### config.mk
export PLATFORM = sky130hd
export DESIGN_NAME = execute_div_arbiter
export DESIGN_NICKNAME = d
export VERILOG_FILES = /design/src/rtl/execute_div_arbiter_pkg.sv /design/src/rtl/execute_div_arb_cache.sv /design/src/rtl/execute_div_arbiter.sv
export SDC_FILE = /design/constraint.sdc
export NUM_CORES = 1
export LEC_CHECK = 0
export ABC_CLOCK_PERIOD_IN_PS = 2900
export BUFFER_PORTS_ARGS = -buffer_cell sky130_fd_sc_hd__buf_2
export CAP_MARGIN = 10
export CORE_MARGIN = 3
export CORE_UTILIZATION = 48
export DETAILED_ROUTE_END_ITERATION = 8
export PLACE_DENSITY = 0.95
export SLEW_MARGIN = 25
export SYNTH_ARGS = -nofsm -noshare
export SYNTH_HDL_FRONTEND = slang
export SYNTH_HIERARCHICAL = 1
export SYNTH_SLANG_ARGS = --single-unit
### constraint.sdc
create_clock -name clk -period 2.9 [get_ports clk]
set_input_delay 0.29 -clock clk [delete_from_list [all_inputs] [get_ports clk]]
set_output_delay 0.29 -clock clk [all_outputs]
set_load 0.02 [all_outputs]
### src/rtl/execute_div_arbiter_pkg.sv
// rtl/execute_div_arbiter_pkg.sv - shared state encodings, port indices and arbitration helper
package execute_div_arbiter_pkg;

    localparam logic DIV_PORT_EXEC = 1'b0;
    localparam logic DIV_PORT_SEQ  = 1'b1;

    typedef enum logic [1:0] {
        ST_ARB_IDLE  = 2'd0,
        ST_ARB_RUN   = 2'd1,
        ST_ARB_DONE  = 2'd2,
        ST_ARB_DRAIN = 2'd3
    } arb_state_t;

    // On a tie the port that did not complete last wins, unless fixed priority is set.
    function automatic logic pick_winner(input logic r0, input logic r1,
                                         input logic last, input logic fixed);
        if (r0 && (fixed || !r1 || last))
            return DIV_PORT_EXEC;
        return DIV_PORT_SEQ;
    endfunction

endpackage

### src/rtl/execute_div_arb_cache.sv
// rtl/execute_div_arb_cache.sv - one-entry divide result cache with operand hit compare
module execute_div_arb_cache #(
    parameter int WIDTH = 32
) (
    input  logic             clk,
    input  logic             reset_n,
    input  logic             wr_en,
    input  logic [WIDTH-1:0] wr_a,
    input  logic [WIDTH-1:0] wr_b,
    input  logic             wr_uns,
    input  logic [WIDTH-1:0] wr_res,
    input  logic             wr_ov,
    input  logic [WIDTH-1:0] lk_a,
    input  logic [WIDTH-1:0] lk_b,
    input  logic             lk_uns,
    output logic             hit,
    output logic [WIDTH-1:0] hit_res,
    output logic             hit_ov
);

    logic             valid;
    logic [WIDTH-1:0] ent_a;
    logic [WIDTH-1:0] ent_b;
    logic             ent_uns;

    always_ff @(posedge clk or negedge reset_n) begin
        if (!reset_n)
            valid <= 1'b0;
        else if (wr_en)
            valid <= 1'b1;
    end

    // Payload is qualified by valid, so it needs no reset.
    always_ff @(posedge clk) begin
        if (wr_en) begin
            ent_a   <= wr_a;
            ent_b   <= wr_b;
            ent_uns <= wr_uns;
            hit_res <= wr_res;
            hit_ov  <= wr_ov;
        end
    end

    assign hit = valid && (ent_a == lk_a) && (ent_b == lk_b) && (ent_uns == lk_uns);

endmodule

### src/rtl/execute_div_arbiter.sv
// rtl/execute_div_arbiter.sv - two-port arbiter for a shared divider; EXECUTE_DIV_ARB_CACHE_EN adds a result cache
module execute_div_arbiter
    import execute_div_arbiter_pkg::*;
#(
    parameter int WIDTH      = 32,
    parameter bit FIXED_PRIO = 1'b0
) (
    input  logic             clk,
    input  logic             reset_n,
    input  logic             req0,
    input  logic             req1,
    input  logic [WIDTH-1:0] a0,
    input  logic [WIDTH-1:0] b0,
    input  logic [WIDTH-1:0] a1,
    input  logic [WIDTH-1:0] b1,
    input  logic             uns0,
    input  logic             uns1,
    output logic             done0,
    output logic             done1,
    output logic [WIDTH-1:0] res,
    output logic             res_ov,
    output logic             div_enable,
    output logic             div_unsigned,
    output logic [WIDTH-1:0] div_a,
    output logic [WIDTH-1:0] div_b,
    input  logic             div_done,
    input  logic [WIDTH-1:0] div_out,
    input  logic             div_ov
);

    arb_state_t       state;
    logic             owner;
    logic             last_grant;
    logic             win;
    logic             req_owner;
    logic [WIDTH-1:0] a_sel;
    logic [WIDTH-1:0] b_sel;
    logic             uns_sel;

    assign win       = pick_winner(req0, req1, last_grant, FIXED_PRIO);
    assign a_sel     = (win == DIV_PORT_SEQ) ? a1 : a0;
    assign b_sel     = (win == DIV_PORT_SEQ) ? b1 : b0;
    assign uns_sel   = (win == DIV_PORT_SEQ) ? uns1 : uns0;
    assign req_owner = (owner == DIV_PORT_SEQ) ? req1 : req0;

`ifdef EXECUTE_DIV_ARB_CACHE_EN
    logic             hit;
    logic [WIDTH-1:0] hit_res;
    logic             hit_ov;

    execute_div_arb_cache #(.WIDTH(WIDTH)) u_cache (
        .clk     (clk),
        .reset_n (reset_n),
        .wr_en   ((state == ST_ARB_RUN) && req_owner && div_done),
        .wr_a    (div_a),
        .wr_b    (div_b),
        .wr_uns  (div_unsigned),
        .wr_res  (div_out),
        .wr_ov   (div_ov),
        .lk_a    (a_sel),
        .lk_b    (b_sel),
        .lk_uns  (uns_sel),
        .hit     (hit),
        .hit_res (hit_res),
        .hit_ov  (hit_ov)
    );
`endif

    // Reset lands in DRAIN so a divider that kept running through reset is idle before any grant.
    always_ff @(posedge clk or negedge reset_n) begin
        if (!reset_n) begin
            state        <= ST_ARB_DRAIN;
            owner        <= DIV_PORT_EXEC;
            last_grant   <= DIV_PORT_SEQ;
            div_enable   <= 1'b0;
            done0        <= 1'b0;
            done1        <= 1'b0;
            res          <= '0;
            res_ov       <= 1'b0;
            div_a        <= '0;
            div_b        <= '0;
            div_unsigned <= 1'b0;
        end else begin
            case (state)
                ST_ARB_IDLE: begin
                    if (req0 || req1) begin
                        owner        <= win;
                        div_a        <= a_sel;
                        div_b        <= b_sel;
                        div_unsigned <= uns_sel;
`ifdef EXECUTE_DIV_ARB_CACHE_EN
                        if (hit) begin
                            res    <= hit_res;
                            res_ov <= hit_ov;
                            done0  <= (win == DIV_PORT_EXEC);
                            done1  <= (win == DIV_PORT_SEQ);
                            state  <= ST_ARB_DONE;
                        end else begin
                            div_enable <= 1'b1;
                            state      <= ST_ARB_RUN;
                        end
`else
                        div_enable <= 1'b1;
                        state      <= ST_ARB_RUN;
`endif
                    end
                end
                ST_ARB_RUN: begin
                    // A withdrawn request beats a coincident completion.
                    if (!req_owner) begin
                        div_enable <= 1'b0;
                        state      <= ST_ARB_DRAIN;
                    end else if (div_done) begin
                        res    <= div_out;
                        res_ov <= div_ov;
                        done0  <= (owner == DIV_PORT_EXEC);
                        done1  <= (owner == DIV_PORT_SEQ);
                        state  <= ST_ARB_DONE;
                    end
                end
                ST_ARB_DONE: begin
                    if (!req_owner) begin
                        done0      <= 1'b0;
                        done1      <= 1'b0;
                        div_enable <= 1'b0;
                        last_grant <= owner;
                        state      <= ST_ARB_DRAIN;
                    end
                end
                ST_ARB_DRAIN: begin
                    if (!div_done)
                        state <= ST_ARB_IDLE;
                end
                default: state <= ST_ARB_DRAIN;
            endcase
        end
    end

endmodule

* Yosys cells after proc, flatten, opt, wreduce, memory -nomap -nowiden
Cells that the tools add are included.
** Cells by class
- Reduce and logical (&&, ||, !) cells :: 14
- Eq/ne operators :: 10
- Bitwise gates (word level) :: 2
- Multiplexer cells :: 22
** Operators by type and width (number)
- 32-bit 2-to-1 mux :: 2
- 2-bit != test, second input constant :: 6
- 1-bit 2-to-1 mux :: 11
- 2-bit 2-to-1 mux :: 5
- 2-bit case mux with 4 select lines :: 1
- 4-bit AND reduction :: 2
- 1-bit case mux with 2 select lines :: 3
- 3-bit AND reduction :: 2
- 2-bit == test, second input constant :: 2
- 2-bit AND reduction :: 2
- 2-bit nonzero test :: 2
- 3-bit != test, second input constant :: 1
- 2-bit by 1-bit == test with 1-bit output, second input constant :: 1
- 2-bit logical NOT :: 1
- 1-bit logical OR :: 2
- 1-bit inverter :: 2
- 2-bit OR reduction :: 1
- 1-bit logical AND :: 1
- 1-bit logical NOT :: 1
** Storage, ports and cells
- Output and inout port bits :: 101
- Word-level logic and storage cells :: 59
- Register bits after elaboration :: 105

* Depth between registers and ports, before layout
Gate-level depths: netlist of the first run.
- Depth in word-level cells :: 6
- Gate-level depth with buffers :: 7
- Depth with buffers taken out :: 6

* Worst setup path after synthesis of the first run
OpenSTA, ideal clock, no wires.
- Kind :: register to register
- Start :: register state[0]
- End :: register div_a[0]
- Required time :: 2.817 ns
- Path slack :: 1.148 ns
- Stages on the path, launching flop included :: 8
- Arrival time :: 1.670 ns
- Setup time :: 0.083 ns
- Path through :: dfstp_2 -> inv_1 -> ha_1 -> o21ai_0 -> buf_2 -> clkbuf_1 -> nand2_1 -> o21ai_0
** Between the ends
- Longest elaborated chain between the ends :: 2
** RTL lines
- from (decl) :: line execute_div_arbiter.sv:31 : arb_state_t state;
- from (signal assigned) :: line execute_div_arbiter.sv:72 : state <= ST_ARB_DRAIN;
- from (signal assigned) :: line execute_div_arbiter.sv:104 : state <= ST_ARB_RUN;
- from (signal assigned) :: line execute_div_arbiter.sv:112 : state <= ST_ARB_DRAIN;
- 2-bit logical NOT :: line execute_div_arbiter.sv:84 : case (state)
- 2-bit AND reduction (no line)
- to (signal assigned) :: line execute_div_arbiter.sv:88 : div_a <= a_sel;
- to (decl) :: line execute_div_arbiter.sv:24 : output logic [WIDTH-1:0] div_a,
Every way passes these cells.
A chain may end at the register's enable or synchronous reset.

* Worst setup path in the final report of the first run
- Start :: register state[0]
- End :: register div_b[6]
** Between the ends
- Longest elaborated chain between the ends :: 2
** RTL lines
- 2-bit logical NOT :: line execute_div_arbiter.sv:84
- 2-bit AND reduction (no line)
- to (signal assigned) :: line execute_div_arbiter.sv:89 : div_b <= b_sel;
- to (decl) :: line execute_div_arbiter.sv:25 : output logic [WIDTH-1:0] div_b,
Every way passes these cells.

==> run metrics, run 1 <==
CP bufs+invs=2; FP Rows=36; clock share of power=0.132; Die Wd=~110 um; total power=around 6.9 mW; DR top layer=met4; area share of the largest cell type after synthesis=0.528; Synth warnings=6; Worst setup EP type=register; dpl ws=0.847 ns; post-CTS resize count=0; nets@finish=837; critical path's slowest cell=dfstp_2; syn_area_per_cell=around 12 um^2; FMAX=between 400 and 500 MHz; worst reg2reg startpoint=state[0]; leakage power=roughly 3.6 nW; worst setup margin=~0.84 ns; Netlist cell types=27; Critical Path Max Stage Delay=0.59 ns; first-pass GRT wire length=around 20 mm; max_slew headroom=0.562; critical path, cell by cell=inv_1 -> ha_1 -> o21ai_4 -> buf_4 -> o21ai_0; # setup viols final=0; Worst-path clk slew=around 0.11 ns; flops & latches, synth=between 100 and 150; post-synth top area cell=dfrtp_1; root buf cell=clkbuf_8; Inserted Diodes=0; fin crit period=2.06 ns; antenna viol nets, final=0; worst setup path startpoint=state[0]; synth top area cells=dfrtp_1, mux2i_1, mux2_4; syn nets=578; die area=around 11000 um^2; met2 routed WL=between 6 and 7 mm; Final HPWL DP=approximately 10 mm; GR Overflow Total=0; clock skew=between 0.01 and 0.015 ns; port bufs=268; Hold WC Path Type=input pin to register; max-cap violations=0; maximum VDD drop=between 0.4 and 0.5 mV; area delta synth->final=33.6%; flop-to-flop setup slack=0.84 ns; worst-margin pin slew=between 0.6 and 0.7 ns; worst hold path startpoint=div_out[7]; Routed WL=12.9 mm; htree depth=3; initial drt markers=between 150 and 200; RSZ-0062 raised after global routing=no; Longest Clk Path Bufs=2; share of cells above drive strength 1=0.494; vias in the first global route=slightly above 4000; IO Pins=between 200 and 300; DR WL/cell=16.1 um; drt via density=4.98; GRT Util Overall=0.226; power share of the combinational group=0.489; Final Hold Fails=0; outcome=completed; Core Util, Final=0.661; sequential power share=0.379; Req. time, crit path=between 3 and 4 ns; drt drc=0; multi-input logic area=~2000 um^2; via count=between 3000 and 4000; commonest non-fill, non-tap cells in the layout=buf_2, dfrtp_1, nand2_1, o21ai_0, mux2i_1; Filler cells=734; P per Cell Area=around 1100 nW/um^2; sequential cell area=between 2000 and 3000 um^2; initial core utilization=0.495; CTS tree=yes; WL met1=4.86 mm; Gate Count Post-Synth=between 400 and 500; total core area=approximately 9800 um^2; Net Switching=between 2 and 3 mW; setup TNS=0 ns; clock sinks=between 100 and 150; Final Slew Violations=0; crit-path max FO=79; delay-heaviest family, CP=buffers and inverters; Post-Syn Area=4830 um^2; Die Y=~110 um; commonest non-fill, non-tap cell in the layout=buf_2; Seq/Total Area, Yosys=0.544; initial antenna violation count=0; placer congestion estimate=~0.81; crit share post-route=0.712; Switching Share=0.431; clock latency on the worst-skew pair=between 0.3 and 0.4 ns; crit path kind=register to register; worst path arrival time=between 2 and 2.5 ns; DRT Pass-1 Iters=4; CTS Buf Count=9; largest net degree at the start of global routing=80; Int Pwr=between 3 and 4 mW; CP startpoint kind=register; routed length on met3=946 um
what timing repair did:
action | 4_1_cts | 5_1_grt
buffers inserted | 0 | 0
endpoints found under the hold margin | 47 | 0
setup endpoints to repair | 0 | 0
hold buffers | 1 | 0
worst reg2reg max path: stages (launching register included):
cell     delay (ns)
dfstp_2        0.59
inv_1          0.12
ha_1           0.31
o21ai_4        0.10
buf_4          0.53
o21ai_0        0.26
layer usage:
metal,up-vias,GRT usage
met1,1893,0.261
met3,19,0.0443
li1,1895,-
met5,-,0
met4,0,0.0740
met2,173,0.419
cell type report:
class,count,area share
Clock inverter,7,0.0122
Clock buffer,9,0.0192
Tap cell,133,0.0258
Timing Repair Buffer,273,0.218
Inverter,6,0.00349
Multi-Input combinational cell,266,0.314
Sequential cell,105,0.407
power by group through the flow:
stage          combinational (mW)  sequential (mW)  clock [mW]
2_1_floorplan                1.38             3.43           0
3_3_place_gp                 3.23             2.57           0
3_5_place_dp                 3.40             2.63           0
4_1_cts                      3.41             2.61       0.936
5_1_grt                      3.66             2.70       0.999
6_report                     3.38             2.61       0.911
final timing paths:
path | to | cells past startpoint
min reg2reg | div_a[9] | 2
max in group asynchronous | div_a[6] | 3
min in group asynchronous | div_b[31] | 2
min | res[7] | 2
max | div_b[6] | 5
max reg2reg | div_b[6] | 5
flip-flops by register name (all words and copies together) (netlist names):
register,flops
div_a,32
res_ov,1
div_unsigned,1
done0,1
state,2
div_b,32
done1,1
owner,1
res,32
last_grant,1
div_enable,1
through the flow:
step	area, um^2	std cells	hold slack [ns]
after detailed placement	6240	782	0.365
final	6460	799	0.155
after global routing	6460	799	0.133
after CTS	6460	799	0.136
after floorplan	4830	402	-0.00559
after global placement	6240	782	0.347
cells by family after synthesis:
logic type	synth area share
compound gates	0.0877
fa+ha+maj	0.0207
buf+inv	0.0414
flops	0.544
mux	0.244
simple gates	0.0616
cell usage after synthesis:
cell,instances
o21ai_1,1
buf_4,5
o211a_1,1
a221oi_1,1
inv_1,6
buf_2,7
clkbuf_1,9
nand2_1,68
mux2i_1,67
mux2_4,31
and3_4,1
nor2b_1,1
nor2_1,3
a22o_1,1
o22ai_1,1
mux2_2,4
ha_1,8
and2b_1,1
a22oi_1,1
dfstp_2,3
o21ai_0,69
nand2b_1,1
a21o_1,1
a21oi_1,5
buf_12,3
buf_6,1
dfrtp_1,102
No activity file was read; power rests on OpenSTA's default activity.
==> run 2, diff against run 1 <==
- ABC_CLOCK_PERIOD_IN_PS: 2900 -> 2000
- CORE_UTILIZATION: 48 -> 45
- PLACE_DENSITY: 0.95 -> 0.9
- clock period: 2.9 -> 2 ns (I/O delays scaled with it)
==> run 2 against run 1 <==
Maximum frequency is 11% higher. Count of clock-buffer cells in the layout up 1. Critical endpoint is now state[0]. Routed wire length decreased by 1.6%.
==> run metrics, run 2 (same netlist as run 1, synthesis figures left out) <==
worst reg2reg startpoint=state[0] (unchanged); WHS Endpoint=res[23] (was res[7]); DRT Pass-1 Iters=4 (unchanged); port bufs=268 (unchanged); Post-CTS Setup Bufs=0 (unchanged); worst hold path startpoint=div_out[23] (was div_out[7]); clock latency on the worst-skew pair=0.36 ns (about the same); max-cap violations=0 (unchanged); commonest non-fill, non-tap cells in the layout=buf_2, dfrtp_1, nand2_1, o21ai_0, mux2i_1 (unchanged); die area=12000 um^2 (was 11300 um^2); commonest non-fill, non-tap cell in the layout=buf_2 (unchanged); final non-filler cell total=806 (was 799); first-pass GRT wire length=18.7 mm (was 20.2 mm); worst r2r path cells=5 (unchanged); share of cells above drive strength 1=0.497 (was 0.494); leakage power=3.69 nW (was 3.64 nW); outcome=completed (unchanged); Final HPWL DP=9.85 mm (was 9.96 mm); crit-path max FO=6 (was 79); root buf cell=clkbuf_8 (unchanged); # setup viols final=0 (unchanged); flop-to-flop setup slack=0.15 ns (was 0.84 ns); GR Overflow Total=0 (unchanged); initial core utilization=0.466 (was 0.495); drt via density=4.91 (was 4.98); top flop regs=div_a: 32 flops, div_b: 32 flops, res: 32 flops (unchanged); drt drc=0 (unchanged); area delta synth->final=35.1% (was 33.6%); fin crit period=1.85 ns (was 2.06 ns); CTS Buf Count=9 (unchanged); placer congestion estimate=0.826 (was 0.808); DR WL/cell=15.7 um (was 16.1 um); total core area=10400 um^2 (was 9770 um^2); worst-margin pin slew=0.399 ns (was 0.657 ns); RSZ-0062 raised after global routing=no (unchanged); crit path kind=register to register (unchanged); nets@finish=841 (was 837); Hold Path Depth=2 (unchanged); Die Wd=110 um (was 106 um); reg2reg end=state[0] (was div_b[6]); FP Rows=37 (was 36); IO Pins=269 (unchanged); GRT Util Overall=0.199 (was 0.226); Worst-path clk slew=0.10 ns (was 0.11 ns); Hold WC Path Type=input pin to register (unchanged); initial antenna violation count=0 (unchanged); max_slew headroom=0.727 (was 0.562); Final Slew Violations=0 (unchanged); htree depth=3 (unchanged); Final Hold Fails=0 (unchanged); FMAX=540 MHz (was 485 MHz); antenna viol nets, final=0 (unchanged); CTS tree=yes (unchanged); crit share post-route=0.926 (was 0.712); worst path arrival time=2.13 ns (was 2.26 ns); clock skew=0.0106 ns (was 0.0110 ns); Worst setup EP type=register (unchanged); Req. time, crit path=2.28 ns (was 3.10 ns); initial drt markers=224 (was 154); P per Cell Area=1540 nW/um^2 (was 1070 nW/um^2); CP startpoint kind=register (unchanged); setup TNS=0 ns (unchanged); via count=3955 (was 3980); Routed WL=12.7 mm (was 12.9 mm); placed cell count=789 (was 782); Longest Clk Path Bufs=2 (unchanged); maximum VDD drop=0.804 mV (was 0.444 mV); Die Y=110 um (was 106 um); Filler cells=841 (was 734); clock sinks=105 (unchanged); largest net degree at the start of global routing=71 (was 80); vias in the first global route=3922 (was 4157); Inserted Diodes=0 (unchanged)
run 2: changes by cell type in the layout (fill, tap and decap cells not counted):
cell        delta
buf_12         +4
clkinv_2       +4
clkinvlp_4     -3
a221oi_1       -1
a221oi_2       +1
clkbuf_1       +1
clkinv_4       -1
inv_6          -1
run 2: worst max-delay path, cell delays in order (launching register included):
cell and delay [ns]:
dfstp_2 0.59, inv_1 0.12, ha_1 0.29, a22oi_1 0.26
o21ai_0 0.24, o22ai_1 0.27
run 2: area by class of cell:
cell class,instances,area (um^2),area share
Sequential cell,105,2630,0.403
Multi-Input combinational cell,266,2030,0.311
Timing Repair Buffer,277,1490,0.228
Tap cell,136,170,0.0261
Clock buffer,10,128,0.0195
Clock inverter,6,58.8,0.00900
Inverter,6,22.5,0.00345
run 2: through the flow:
stage                     worst slack (ns)  hold slack, ns  power (mW)  utilization  area, um^2
final                                0.149          0.0563        10.0        0.630        6530
after global routing                0.0871          0.0400        10.7        0.630        6530
after CTS                           0.0760          0.0400        10.1        0.629        6530
after detailed placement            0.0915           0.140        8.80        0.610        6330
after global placement               0.202           0.135        8.52        0.610        6330
after floorplan                      0.248         -0.0956        6.98            -        4830
run 2: worst max-delay path by stage:
stage               startpoint        to  slack (ns)  cells past startpoint
floorplan             state[0]  div_a[0]        0.25                      7
global placement      state[0]     done1        0.20                      6
detailed placement    state[0]     done1        0.09                      6
CTS                   state[0]     done1        0.08                      6
global route          state[0]     done1        0.09                      6
finish                state[0]  state[0]        0.15                      5
run 2: timing repair:
item	in CTS	in global routing
hold endpoints to repair	25	0
hold buffers	1	0
gates resized for setup	0	1
endpoints found under the setup margin	0	1
run 2: power breakdown:
group	switching [mW]	leakage (nW)	internal [mW]
combinational	2.98	2.31	2.00
sequential	0.592	1.28	3.19
clock	0.711	0.0998	0.574
total	4.29	3.69	5.76
run 2: per-layer routing:
layer | track usage | part of all wire | vias up
met5 | 0 | 0 | -
met4 | 0.0846 | 0.021 | 0
met3 | 0.0358 | 0.072 | 22
met2 | 0.354 | 0.52 | 170
met1 | 0.236 | 0.39 | 1857
li1 | - | - | 1906
